File: src/rtl/rng_arbiter.sv
// Round-robin arbiter sharing one free-running RNG byte among N_REQ requesters; ack and result one cycle after sampling.
// A held result (wr_valid & !wr_ready) blocks further sampling; SPACING enforces minimum cycles between samples.
module rng_arbiter #(
    parameter int N_REQ   = 2,
    parameter int ADDR_W  = 4,
    parameter int SPACING = 1
) (
    input  logic                      clk,
    input  logic                      rst,
    input  logic [7:0]                rnd,
    input  logic [N_REQ-1:0]          req,
    input  logic [N_REQ*ADDR_W-1:0]   req_x,
    input  logic [N_REQ*8-1:0]        req_mask,
    output logic [N_REQ-1:0]          ack,
    output logic                      wr_valid,
    input  logic                      wr_ready,
    output logic [ADDR_W-1:0]         wr_addr,
    output logic [7:0]                wr_data,
    output logic [N_REQ-1:0]          wr_src
);

    localparam int PTR_W = (N_REQ > 1) ? $clog2(N_REQ) : 1;
    localparam int GAP_W = $clog2(SPACING + 1);
    localparam logic [PTR_W-1:0] LAST_RST = PTR_W'(N_REQ - 1);
    localparam logic [PTR_W:0]   N_WRAP   = (PTR_W + 1)'(N_REQ);
    localparam logic [GAP_W-1:0] GAP_MAX  = GAP_W'(SPACING);

    logic [N_REQ-1:0]  ack_q, ack_d;
    logic              wr_valid_q, wr_valid_d;
    logic [ADDR_W-1:0] wr_addr_q, wr_addr_d;
    logic [7:0]        wr_data_q, wr_data_d;
    logic [N_REQ-1:0]  wr_src_q, wr_src_d;
    logic [GAP_W-1:0]  gap_q, gap_d;
    logic [PTR_W-1:0]  last_q, last_d;

    logic [N_REQ-1:0]  eligible;
    logic              out_free;
    logic              win_found;
    logic [PTR_W-1:0]  win_idx;
    logic [N_REQ-1:0]  win_onehot;
    logic [PTR_W:0]    cand;
    logic              sample;

    // A requester acknowledged this cycle must not win again before it can react.
    assign eligible = req & ~ack_q;
    assign out_free = !wr_valid_q || wr_ready;

    always_comb begin
        win_found  = 1'b0;
        win_idx    = '0;
        cand       = '0;
        win_onehot = '0;
        for (int k = 1; k <= N_REQ; k++) begin
            cand = (PTR_W + 1)'(last_q) + (PTR_W + 1)'(k);
            if (cand >= N_WRAP) begin
                cand = cand - N_WRAP;
            end
            if (!win_found && eligible[cand[PTR_W-1:0]]) begin
                win_found = 1'b1;
                win_idx   = cand[PTR_W-1:0];
            end
        end
        win_onehot[win_idx] = 1'b1;
    end

    assign sample = win_found && (gap_q == GAP_MAX) && out_free;

    always_comb begin
        ack_d      = '0;
        wr_valid_d = wr_valid_q && !wr_ready;
        wr_addr_d  = wr_addr_q;
        wr_data_d  = wr_data_q;
        wr_src_d   = wr_src_q;
        last_d     = last_q;
        gap_d      = (gap_q == GAP_MAX) ? gap_q : gap_q + GAP_W'(1);
        if (sample) begin
            ack_d      = win_onehot;
            wr_valid_d = 1'b1;
            wr_addr_d  = req_x[win_idx*ADDR_W +: ADDR_W];
            wr_data_d  = rnd & req_mask[win_idx*8 +: 8];
            wr_src_d   = win_onehot;
            last_d     = win_idx;
            gap_d      = GAP_W'(1);
        end
    end

    always_ff @(posedge clk or posedge rst) begin
        if (rst) begin
            ack_q      <= '0;
            wr_valid_q <= 1'b0;
            wr_addr_q  <= '0;
            wr_data_q  <= '0;
            wr_src_q   <= '0;
            gap_q      <= GAP_MAX;
            last_q     <= LAST_RST;
        end else begin
            ack_q      <= ack_d;
            wr_valid_q <= wr_valid_d;
            wr_addr_q  <= wr_addr_d;
            wr_data_q  <= wr_data_d;
            wr_src_q   <= wr_src_d;
            gap_q      <= gap_d;
            last_q     <= last_d;
        end
    end

    assign ack      = ack_q;
    assign wr_valid = wr_valid_q;
    assign wr_addr  = wr_addr_q;
    assign wr_data  = wr_data_q;
    assign wr_src   = wr_src_q;

endmodule

File: config.mk
export PLATFORM = sky130hd
export DESIGN_NAME = rng_arbiter
export DESIGN_NICKNAME = d
export VERILOG_FILES = /design/src/rtl/rng_arbiter.sv
export SDC_FILE = /design/constraint.sdc
export NUM_CORES = 1
export LEC_CHECK = 0
export CAP_MARGIN = 5
export CORE_UTILIZATION = 38
export DETAILED_ROUTE_END_ITERATION = 7
export PLACE_DENSITY = 0.83
export SYNTH_ARGS = -nofsm -noshare
export SYNTH_HDL_FRONTEND = slang
export SYNTH_SLANG_ARGS = --single-unit
File: constraint.sdc
create_clock -name clk -period 2.7 [get_ports clk]
set_input_delay 0.54 -clock clk [delete_from_list [all_inputs] [get_ports clk]]
set_output_delay 0.54 -clock clk [all_outputs]
set_load 0.02 [all_outputs]
==> results of run 1 <==
==> cells by family (layout without fill, tap and decap cells) <==
family,after synthesis,count (layout),synth area share (%)
buffers and inverters,5,59,4.71
AOI/OAI and AO/OA,17,17,11.9
muxes,12,12,14.1
and+or+nand+nor,29,29,16.1
DFF,18,18,53.2
==> cell usage after synthesis, drive strengths merged <==
cell     n
dfrtp   17
o21a     1
a21o     2
nor2b    2
dfstp    1
clkbuf   1
o21ai   13
and2     1
buf      3
nor2     4
inv      1
a21bo    1
nand2   21
mux2i   12
nand2b   1
==> report_power, final <==
part | leakage, nW | switching, W | total (W) | internal (W)
clock | 0.0210 | 0.0000847 | 0.000167 | 0.0000821
combinational | 0.404 | 0.000155 | 0.000329 | 0.000174
sequential | 0.223 | 0.0000308 | 0.000354 | 0.000323
total | 0.649 | 0.000271 | 0.000850 | 0.000580
==> how the worst max path moves through the flow <==
stage | start | endpoint | cells past startpoint
floorplan | req[1] | wr_addr[0]$_DFFE_PP0N_ | 6
global placement | req[0] | wr_data[1]$_DFFE_PP0N_ | 6
detailed placement | req[0] | wr_addr[2]$_DFFE_PP0N_ | 6
CTS | req[0] | wr_addr[2]$_DFFE_PP0N_ | 6
global route | req[0] | wr_addr[0]$_DFFE_PP0N_ | 6
finish | req[0] | wr_addr[2]$_DFFE_PP0N_ | 6
==> layer usage <==
layer	vias to the layer above	global-route usage, %
met5	-	0
met4	0	7.35
met3	0	2.49
met2	35	30.8
met1	350	24.6
li1	381	-
==> cell usage in the layout (no fill, tap or decap) <==
| cell type | instances |
|---|---|
| clkbuf_4 | 3 |
| a21bo_1 | 1 |
| nor2_4 | 1 |
| dfrtp_1 | 17 |
| clkbuf_8 | 1 |
| nor2_1 | 3 |
| clkdlybuf4s50_1 | 53 |
| o21ai_0 | 6 |
| inv_1 | 1 |
| a21o_1 | 2 |
| o21ai_2 | 1 |
| and2_1 | 1 |
| nor2b_4 | 1 |
| mux2i_1 | 12 |
| nand2b_1 | 1 |
| dfstp_2 | 1 |
| o21a_1 | 1 |
| buf_4 | 1 |
| nor2b_2 | 1 |
| nand2_1 | 21 |
| o21ai_1 | 6 |
==> through the flow <==
step	area [µm²]	utilization, %
finish	1420	70.3
global route	1420	70.3
CTS	1420	70.3
detailed placement	1390	68.5
global placement	1390	68.5
floorplan	850	-
==> flip-flops by register name, indices dropped and copies added (netlist names) <==
signal and cells:
wr_addr 4, wr_valid 1, wr_data 8, last_q 1, ack 2, wr_src 2
==> layout make-up <==
type / count / area [µm²]
fillers: 160 / 601
repair buffers: 54 / 538
flip-flops and latches: 18 / 452
multi-input cells: 58 / 358
clock buffers: 4 / 36.3
well taps: 27 / 33.8
inverters: 1 / 3.75
==> qor.log, run 1 <==
INFO  status         status=complete, no violations
INFO  critical_path  critical_register_to_register_path_endpoint=wr_addr[2]$_DFFE_PP0N_
INFO  global_route   grt_start_max_net_pins=20
INFO  global_route   grt.total_usage=18.7%
INFO  critical_path  buffers_inverters_on_critical_path=2
INFO  yosys          synthCells=81
INFO  sta            grt_setup_unrepaired=no
INFO  clock_network  cts_max_level=1
INFO  clock_network  root_buffer=clkbuf_4
INFO  sta            maxSlewViolCount=0
INFO  clock_network  cts_tree=built
INFO  min_path       hold-path-cell-count=1
INFO  sta            max-slew-margin-rel=44.6%
INFO  floorplan      floorplan.die_area=0.00243mm²
INFO  floorplan      top_level_ports=54
INFO  clock_network  post_cts_setup_buffers=0
INFO  critical_path  ff2ff_setup_slack=1.02ns
INFO  route          wl_met1=934µm
INFO  yosys          yosysSeqAreaShare=53.2%
INFO  route          wire_length_on_met3=119µm
INFO  route          detail-route-antenna-nets=0
INFO  yosys          synth_top_cell_by_area=dfrtp_1
INFO  power_and_ir_drop power_per_cell_area=598mW/mm²
INFO  clock_network  clk_latency=0.29ns
INFO  sta            finalHoldViolations=0
INFO  critical_path  path_delay_family=buffers and inverters
INFO  clock_network  cts_max_path_buffers=2
INFO  cells_and_area areaGrowthSynthToFinish=67.3%
INFO  critical_path  crit_path_start_kind=input port
INFO  cells_and_area drive_gt1_share=7.41%
INFO  power_and_ir_drop ir_drop=0.000349V
INFO  yosys          syn-num-nets=118
INFO  power_and_ir_drop leakage_power=0.649nW
INFO  floorplan      initial_utilization=42.0%
INFO  sta            fin_worst_skew=0.00451ns
INFO  critical_path  critPathSlowestCell=clkdlybuf4s50_1
INFO  clock_network  number_of_gates_given_a_new_drive_strength_after_cts=0
INFO  clock_network  cts_made_buffers=3
INFO  route          route.detailed.drc=0
INFO  critical_path  worst_r2r_startpoint=ack[0]$_DFF_PP0_
INFO  critical_path  critPathCaptureType=flip-flop
INFO  min_path       worstHoldEndpoint=wr_src[1]$_DFFE_PP0N_
INFO  placed_design  port_buffers=53
INFO  critical_path  worstPathMaxFanout=8
INFO  route          vias_per_cell=4.73
INFO  sta            fin_crit_sh=72.7%
INFO  sta            hold_ws=0.493ns
INFO  cells_and_area final_net_count=173
INFO  yosys          synth_register_bits=18
INFO  floorplan      die-height=49.3µm
INFO  clock_network  postCtsHoldBufs=0
INFO  min_path       hold_path.class=flip-flop to flip-flop
INFO  clock_network  clock_pin_slew_on_the_worst_setup_and_hold_paths=0.11ns
INFO  global_route   initial_antenna_violation_count=0
INFO  job            drv_cap=0
INFO  cells_and_area antenna_cells_inserted=0
INFO  floorplan      die_x_extent=49.3µm
INFO  critical_path  path_cells=clkdlybuf4s50_1, nor2b_2, a21bo_1, buf_4, mux2i_1, o21ai_0
INFO  cells_and_area final-instance-count-excl-fill=162
INFO  placed_design  placed_cells_incl_taps=158
INFO  critical_path  critPathArrivalTime=2.11ns
INFO  route          dr_wl_met2=1040µm
INFO  global_route   first_global_vias=724
INFO  sta            max_freq=0.509GHz
INFO  critical_path  critPathMaxStageDelay=0.44ns
INFO  global_route   gr-total-overflow=0
INFO  critical_path  crit_type=input port to flip-flop
INFO  route          num_vias=766
INFO  yosys          netlist-cell-type-count=21
INFO  power_and_ir_drop post-layout-total-power=0.000850W
INFO  placed_design  placement.setup.worst_slack=0.427ns
INFO  route          route.top_layer_used=met3
INFO  min_path       holdCritStartpoint=wr_src[1]$_DFFE_PP0N_
INFO  yosys          synth.area.top_cells=dfrtp_1 (50%), mux2i_1 (14%), nand2_1 (9.3%)
INFO  route          routed_wire_length_per_instance=12.9µm
INFO  floorplan      design.core.area=0.00202mm²
INFO  critical_path  worst_r2r_path_depth=5
INFO  sta            setup-tns-final=0ns
INFO  sta            worst-slew-pin-transition=0.831ns
INFO  critical_path  cp_data_required_time=2.85ns
INFO  floorplan      row_count=16
INFO  global_route   global_route_wire_length_before_repair=3370µm
INFO  sta            setup_slack=0.737ns
INFO  yosys          syn_area_per_cell=10.5µm²
INFO  clock_network  clock-sinks=18
INFO  yosys          synthDominantCellAreaShare=50.1%
INFO  sta            finalWorstPathRequiredPeriod=1.96ns
INFO  sta            final-setup-viol-count=0
INFO  route          drtPass1Iterations=3
INFO  route          detail_route.wirelength=2090µm
INFO  yosys          synthesis.area=850µm²
INFO  yosys          yosys_warnings=0
INFO  placed_design  gp_routability_congestion=0.726
INFO  route          dr.first_iter.drc_count=12
INFO  placed_design  detailedPlacementHpwl=1600µm
Note: power is estimated with default switching activity, not from simulation.
==> inputs of run 2 (changes only) <==
--- a/config.mk
+++ b/config.mk
@@ -6,9 +6,9 @@
 export NUM_CORES = 1
 export LEC_CHECK = 0
 export CAP_MARGIN = 5
-export CORE_UTILIZATION = 38
+export CORE_UTILIZATION = 32
 export DETAILED_ROUTE_END_ITERATION = 7
-export PLACE_DENSITY = 0.83
+export PLACE_DENSITY = 0.75
 export SYNTH_ARGS = -nofsm -noshare
 export SYNTH_HDL_FRONTEND = slang
 export SYNTH_SLANG_ARGS = --single-unit
==> constraint.sdc (replaced) <==
create_clock -name clk -period 1.75 [get_ports clk]
set_input_delay 0.35 -clock clk [delete_from_list [all_inputs] [get_ports clk]]
set_output_delay 0.35 -clock clk [all_outputs]
set_load 0.02 [all_outputs]
==> qor.log, run 2 (same netlist as run 1, synthesis figures left out) <==
INFO  clock_network  clock-sinks=18 [unchanged]
INFO  critical_path  path_delay_family=buffers and inverters [unchanged]
INFO  cells_and_area final_util=58.3% [was 70.3%]
INFO  cells_and_area areaGrowthSynthToFinish=71.6% [was 67.3%]
INFO  min_path       hold_path.class=input port to asynchronous set/reset pin [was flip-flop to flip-flop]
INFO  critical_path  critPathMaxStageDelay=0.62ns [was 0.44 ns]
INFO  cells_and_area final_net_count=177 [was 173]
INFO  route          num_vias=778 [was 766]
INFO  critical_path  critPathSlowestCell=clkdlybuf4s50_1 [unchanged]
INFO  floorplan      initial_utilization=34.0% [was 42.0%]
INFO  job            drv_cap=0 [unchanged]
INFO  cells_and_area final_common_cell=clkdlybuf4s50_1 [unchanged]
INFO  sta            grt_setup_unrepaired=no [unchanged]
INFO  global_route   global_route_wire_length_before_repair=3420µm [was 3370 µm]
INFO  critical_path  crit_type=flip-flop to output pin [was input port to flip-flop]
INFO  route          routed_wire_length_per_instance=12.7µm [was 12.9 µm]
INFO  critical_path  critical_path_depth=1 [was 6]
INFO  cells_and_area drive_gt1_share=9.35% [was 7.41%]
INFO  sta            maxSlewViolCount=0 [unchanged]
INFO  sta            max-slew-margin-rel=73.4% [was 44.6%]
INFO  critical_path  worst_r2r_path_depth=5 [unchanged]
INFO  placed_design  port_buffers=53 [unchanged]
INFO  cells_and_area largest_register_ff_count=8 [unchanged]
INFO  route          route.detailed.drc=0 [unchanged]
INFO  cells_and_area final-instance-count-excl-fill=169 [was 162]
INFO  route          detail_route.wirelength=2150µm [was 2090 µm]
INFO  critical_path  critical_path.endpoint=ack[1] [was wr_addr[2]$_DFFE_PP0N_]
INFO  clock_network  root_buffer=clkbuf_4 [unchanged]
INFO  clock_network  cts_max_path_buffers=2 [unchanged]
INFO  global_route   grt.total_usage=17.3% [was 18.7%]
INFO  critical_path  critical_register_to_register_path_endpoint=wr_data[2]$_DFFE_PP0N_ [was wr_addr[2]$_DFFE_PP0N_]
INFO  global_route   gr-total-overflow=0 [unchanged]
INFO  sta            finalWorstPathRequiredPeriod=1.66ns
INFO  sta            fin_crit_sh=94.9%
INFO  floorplan      design.core.area=0.00250mm² [was 0.00202 mm²]
INFO  route          dr.first_iter.drc_count=10 [was 12]
INFO  critical_path  critPathLaunch=ack[1]$_DFF_PP0_ [was req[0]]
INFO  critical_path  worstPathMaxFanout=2 [was 8]
INFO  clock_network  number_of_gates_given_a_new_drive_strength_after_cts=0 [unchanged]
INFO  critical_path  buffers_inverters_on_critical_path=1 [was 2]
INFO  clock_network  cts_tree=built [unchanged]
INFO  power_and_ir_drop power_per_cell_area=889mW/mm² [was 598 mW/mm²]
INFO  placed_design  detailedPlacementHpwl=1690µm [was 1600 µm]
INFO  critical_path  path_cells=clkdlybuf4s50_1 [was clkdlybuf4s50_1, nor2b_2, a21bo_1, buf_4, mux2i_1, o21ai_0]
INFO  floorplan      die_x_extent=53.5µm [was 49.3 µm]
INFO  sta            max_freq=0.602GHz
INFO  critical_path  critPathArrivalTime=1.31ns [was 2.11 ns]
INFO  critical_path  crit_path_start_kind=flip-flop [was input port]
INFO  floorplan      floorplan.die_area=0.00286mm² [was 0.00243 mm²]
INFO  sta            final-setup-viol-count=0 [unchanged]
INFO  clock_network  clock_pin_slew_on_the_worst_setup_and_hold_paths=0.10ns [was 0.11 ns]
INFO  global_route   grt_start_max_net_pins=15 [was 20]
INFO  global_route   initial_antenna_violation_count=0 [unchanged]
INFO  critical_path  critPathCaptureType=output pin [was flip-flop]
INFO  clock_network  postCtsHoldBufs=0 [unchanged]
INFO  clock_network  cts_made_buffers=3 [unchanged]
INFO  critical_path  cp_data_required_time=1.40ns [was 2.85 ns]
INFO  cells_and_area layout.cells.most_common_list=clkdlybuf4s50_1 (53), nand2_1 (21), dfrtp_1 (17) [unchanged]
INFO  clock_network  post_cts_setup_buffers=0 [unchanged]
INFO  power_and_ir_drop ir_drop=0.000537V [was 0.000349 V]
INFO  placed_design  postPlaceCellArea=0.00143mm² [was 0.00139 mm²]
INFO  critical_path  ff2ff_setup_slack=0.38ns [was 1.02 ns]
INFO  floorplan      top_level_ports=54 [unchanged]
INFO  clock_network  cts_max_level=1 [unchanged]
INFO  cells_and_area final_cell_area=0.00146mm² [was 0.00142 mm²]
INFO  route          drtPass1Iterations=4 [was 3]
INFO  global_route   first_global_vias=816 [was 724]
INFO  power_and_ir_drop leakage_power=0.667nW [was 0.649 nW]
INFO  placed_design  gp_routability_congestion=0.728 [was 0.726]
INFO  sta            worst-slew-pin-transition=0.399ns [was 0.831 ns]
INFO  sta            finalHoldViolations=0 [unchanged]
INFO  sta            fin_worst_skew=0.00534ns [was 0.00451 ns]
INFO  placed_design  placed_cells_incl_taps=165 [was 158]
INFO  route          detail-route-antenna-nets=0 [unchanged]
INFO  floorplan      die-height=53.5µm [was 49.3 µm]
INFO  cells_and_area antenna_cells_inserted=0 [unchanged]
INFO  clock_network  clk_latency=0.29ns [about the same]
INFO  sta            hold_ws=0.322ns [was 0.493 ns]
INFO  floorplan      row_count=18 [was 16]
INFO  route          vias_per_cell=4.60 [was 4.73]
INFO  status         status=complete, no violations [unchanged]
INFO  critical_path  worst_r2r_startpoint=ack[0]$_DFF_PP0_ [unchanged]
INFO  power_and_ir_drop post-layout-total-power=0.00130W [was 0.000850 W]
## run 2: how the worst min path moves through the flow
stage / depth (start not counted) / endpoint / slack (ns) / startpoint
finish: 2 / wr_data[4]$_DFFE_PP0N_ / 0.32 / rst
global route: 2 / wr_data[4]$_DFFE_PP0N_ / 0.34 / rst
CTS: 2 / wr_valid$_DFF_PP0_ / 0.32 / rst
detailed placement: 1 / wr_src[1]$_DFFE_PP0N_ / 0.48 / wr_src[1]$_DFFE_PP0N_
global placement: 2 / wr_data[4]$_DFFE_PP0N_ / 0.46 / wr_data[4]$_DFFE_PP0N_
floorplan: 1 / ack[0]$_DFF_PP0_ / 0.29 / rst
## run 2: where the power goes
group          total (W)  leakage, nW  internal (W)  switching [W]
Clock           0.000218       0.0150     0.0000887       0.000129
Sequential      0.000546        0.223      0.000499      0.0000467
Combinational   0.000533        0.428      0.000288       0.000245
## run 2: per-stage QoR
stage | TNS [ns] | setup slack (ns)
2_1_floorplan | 0 | 0.315
3_3_place_gp | 0 | 0.0210
3_5_place_dp | -0.538 | -0.0654
4_1_cts | 0 | 0.0700
5_1_grt | 0 | 0.0478
6_report | 0 | 0.0890
## run 2: area by class of cell
class | instances | area (µm²)
Sequential cell | 18 | 452
Fill cell | 226 | 1040
Inverter | 1 | 3.75
Clock buffer | 4 | 26.3
Multi-Input combinational cell | 58 | 358
Timing Repair Buffer | 58 | 581
Tap cell | 30 | 37.5
## run 2: routing by layer
metal | global-route usage, % | wire length [µm] | part of all wire [%] | vias to the layer above
li1 | - | - | - | 385
met1 | 18.3 | 872 | 40 | 355
met2 | 32.3 | 1110 | 52 | 34
met3 | 3.45 | 138 | 6.4 | 4
met4 | 7.89 | 29 | 1.3 | 0
met5 | 0 | 0 | 0 | -
==> inputs of run 3 (changes only) <==
--- a/config.mk
+++ b/config.mk
@@ -9,6 +9,8 @@
 export CORE_UTILIZATION = 32
 export DETAILED_ROUTE_END_ITERATION = 7
 export PLACE_DENSITY = 0.75
+export SETUP_SLACK_MARGIN = 0.4
+export SKIP_LAST_GASP = 1
 export SYNTH_ARGS = -nofsm -noshare
 export SYNTH_HDL_FRONTEND = slang
 export SYNTH_SLANG_ARGS = --single-unit
==> qor.log, run 3 (same netlist as run 1, synthesis figures left out) <==
INFO  status         status=complete, no violations [unchanged]
INFO  job            drv_cap=0 [unchanged]
INFO  sta            fin_worst_skew=0.00256ns [was 0.00534 ns]
INFO  cells_and_area layout.cells.most_common_list=clkdlybuf4s50_1 (34), nand2_1 (21), dfrtp_1 (15) [was clkdlybuf4s50_1 (53), nand2_1 (21), dfrtp_1 (17)]
INFO  sta            max-slew-margin-rel=82.3% [was 73.4%]
INFO  sta            maxSlewViolCount=0 [unchanged]
INFO  floorplan      row_count=18 [unchanged]
INFO  clock_network  root_buffer=clkbuf_4 [unchanged]
INFO  clock_network  cts_max_level=1 [unchanged]
INFO  sta            finalHoldViolations=0 [unchanged]
INFO  power_and_ir_drop sequential_share_of_power=41.1% [was 42.1%]
INFO  placed_design  detailedPlacementHpwl=1810µm [was 1690 µm]
INFO  critical_path  crit_type=flip-flop to flip-flop [was flip-flop to output pin]
INFO  sta            worst-slew-pin-transition=0.265ns [was 0.399 ns]
INFO  clock_network  clock_pin_slew_on_the_worst_setup_and_hold_paths=0.10ns [about the same]
INFO  critical_path  critPathCaptureType=flip-flop [was output pin]
INFO  critical_path  ff2ff_setup_slack=0.41ns [was 0.38 ns]
INFO  floorplan      top_level_ports=54 [unchanged]
INFO  placed_design  placement.setup.worst_slack=-0.0328ns [was -0.0654 ns]
INFO  floorplan      floorplan.die_area=0.00286mm² [unchanged]
INFO  critical_path  critPathMaxStageDelay=0.44ns [was 0.62 ns]
INFO  critical_path  critPathSlowestCell=dfrtp_2 [was clkdlybuf4s50_1]
INFO  route          drtPass1Iterations=4 [unchanged]
INFO  clock_network  cts_max_path_buffers=2 [unchanged]
INFO  global_route   global_route_wire_length_before_repair=3750µm [was 3420 µm]
INFO  clock_network  clock-sinks=18 [unchanged]
INFO  power_and_ir_drop power_switching_share=33.3% [was 32.4%]
INFO  sta            grt_setup_unrepaired=yes [was no]
INFO  clock_network  post_cts_setup_buffers=0 [unchanged]
INFO  clock_network  cts_tree=built [unchanged]
INFO  cells_and_area largest_register_ff_count=8 [unchanged]
INFO  cells_and_area filler_cell_count=207 [was 226]
INFO  floorplan      design.core.area=0.00250mm² [unchanged]
INFO  cells_and_area final_cell_area=0.00149mm² [was 0.00146 mm²]
INFO  clock_network  cts_made_buffers=3 [unchanged]
INFO  global_route   grt_start_max_net_pins=15 [unchanged]
INFO  critical_path  worst_r2r_path_depth=5 [unchanged]
INFO  sta            setup-tns-final=0ns [unchanged]
INFO  power_and_ir_drop power_per_cell_area=900mW/mm² [was 889 mW/mm²]
INFO  sta            hold_ws=0.271ns [was 0.322 ns]
INFO  critical_path  worstPathMaxFanout=7 [was 2]
INFO  power_and_ir_drop combPwrFrac=39.8% [was 41.1%]
INFO  critical_path  critPathArrivalTime=1.53ns [was 1.31 ns]
INFO  clock_network  postCtsHoldBufs=0 [unchanged]
INFO  sta            finalWorstPathRequiredPeriod=1.34ns [was 1.66 ns]
INFO  power_and_ir_drop leakage_power=0.715nW [was 0.667 nW]
INFO  global_route   grt.total_usage=19.0% [was 17.3%]
INFO  sta            final-setup-viol-count=0 [unchanged]
INFO  cells_and_area drive_gt1_share=27.5% [was 9.35%]
INFO  route          detail_route.wirelength=2410µm [was 2150 µm]
INFO  power_and_ir_drop power_frac_clock=19.1% [was 16.8%]
INFO  critical_path  cp_data_required_time=1.94ns [was 1.40 ns]
INFO  min_path       hold_path.class=input port to asynchronous set/reset pin [unchanged]
INFO  route          vias_per_cell=4.69 [was 4.60]
INFO  cells_and_area final_common_cell=clkdlybuf4s50_1 [unchanged]
INFO  placed_design  port_buffers=53 [unchanged]
INFO  critical_path  path_cells=nor2b_4, a21bo_4, buf_12, mux2i_2, o21ai_1 [was clkdlybuf4s50_1]
INFO  sta            max_freq=0.747GHz [was 0.602 GHz]
INFO  cells_and_area antenna_cells_inserted=0 [unchanged]
INFO  route          dr.first_iter.drc_count=3 [was 10]
INFO  critical_path  critical_register_to_register_path_endpoint=wr_data[7]$_DFFE_PP0N_ [was wr_data[2]$_DFFE_PP0N_]
INFO  floorplan      die-height=53.5µm [unchanged]
INFO  critical_path  path_delay_family=flip-flops [was buffers and inverters]
INFO  clock_network  clk_latency=0.29ns [about the same]
INFO  floorplan      initial_utilization=34.0% [unchanged]
INFO  route          routed_wire_length_per_instance=14.0µm [was 12.7 µm]
INFO  floorplan      die_x_extent=53.5µm [unchanged]
INFO  critical_path  crit_path_start_kind=flip-flop [unchanged]
INFO  route          detail-route-antenna-nets=0 [unchanged]
INFO  cells_and_area final_net_count=180 [was 177]
INFO  power_and_ir_drop p_int=0.000896W [was 0.000876 W]
INFO  cells_and_area multiInputGateArea=385µm² [was 358 µm²]
INFO  route          num_vias=806 [was 778]
INFO  global_route   gr-total-overflow=0 [unchanged]
INFO  placed_design  postPlaceCellArea=0.00146mm² [was 0.00143 mm²]
INFO  placed_design  gp_routability_congestion=0.752 [was 0.728]
INFO  sta            fin_crit_sh=76.5% [was 94.9%]
INFO  cells_and_area areaGrowthSynthToFinish=75.7% [was 71.6%]
INFO  route          route.detailed.drc=0 [unchanged]
INFO  sta            setup_slack=0.411ns [was 0.0890 ns]
INFO  power_and_ir_drop post-layout-total-power=0.00134W [was 0.00130 W]
INFO  critical_path  buffers_inverters_on_critical_path=1 [unchanged]
INFO  global_route   first_global_vias=815 [was 816]
INFO  global_route   initial_antenna_violation_count=0 [unchanged]
INFO  power_and_ir_drop ir_drop=0.000554V [was 0.000537 V]
INFO  cells_and_area layout.area.seq=454µm² [was 452 µm²]
INFO  power_and_ir_drop power_switching=0.000447W [was 0.000420 W]
INFO  critical_path  worst_r2r_startpoint=ack[1]$_DFF_PP0_ [was ack[0]$_DFF_PP0_]
run 3: cell count changes in the layout (fill, tap and decap cells not counted), moves of 3 or more:
cell             delta
clkdlybuf4s15_2     +3
o21ai_1             +6
clkbuf_2           +11
o21ai_0             -6
clkdlybuf4s50_1    -19
run 3: timing repair:
action	in CTS	in global routing
resized for setup	49	17
endpoints found under the setup margin	33	24
cloned	1	0
pin swaps	2	5
endpoints found under the hold margin	0	0
run 3: power by group through the flow:
stage               clock (W)  combinational [W]  sequential, W
floorplan                   0           0.000174       0.000643
global placement            0           0.000545       0.000552
detailed placement          0           0.000558       0.000555
CTS                  0.000266           0.000560       0.000551
global route         0.000275           0.000581       0.000561
finish               0.000256           0.000535       0.000552
run 3: worst max-delay path by stage:
stage | from | to | slack [ns] | cells past startpoint
after global routing | ack[1]$_DFF_PP0_ | wr_data[7]$_DFFE_PP0N_ | 0.35 | 5
after CTS | ack[1]$_DFF_PP0_ | ack[1] | 0.39 | 1
after detailed placement | req[0] | wr_data[5]$_DFFE_PP0N_ | -0.03 | 6
after floorplan | ack[1]$_DFF_PP0_ | wr_addr[0]$_DFFE_PP0N_ | 0.35 | 6
final | ack[1]$_DFF_PP0_ | wr_data[7]$_DFFE_PP0N_ | 0.41 | 5
after global placement | req[1] | wr_data[0]$_DFFE_PP0N_ | 0.06 | 6
run 3: worst reg2reg max path, delay by kind of cell, from the launching register on:
kind	cells	cell delay, ns
simple gates	1	0.12
compound gates	2	0.34
mux	1	0.19
buf+inv	1	0.15
flops	1	0.44
run 3: cell type report:
type,count,share of cell area [%]
Inverter,1,0.251
Clock buffer,4,2.43
Timing Repair Buffer,61,38.6
Multi-Input combinational cell,58,25.8
Sequential cell,18,30.4
Tap cell,30,2.51
run 3: stage by stage:
step                std cells  utilization (%)
global placement          167             58.5
CTS                       172             62.1
detailed placement        167             58.5
finish                    172             59.7
floorplan                  81                -
global route              172             59.7
run 3: metal layers:
layer	wire length [µm]	GRT usage [%]	vias to the layer above
met3	114	2.59	4
met5	0	0	-
met1	951	20.0	379
met4	24	9.21	0
met2	1320	36.5	28
li1	-	-	395
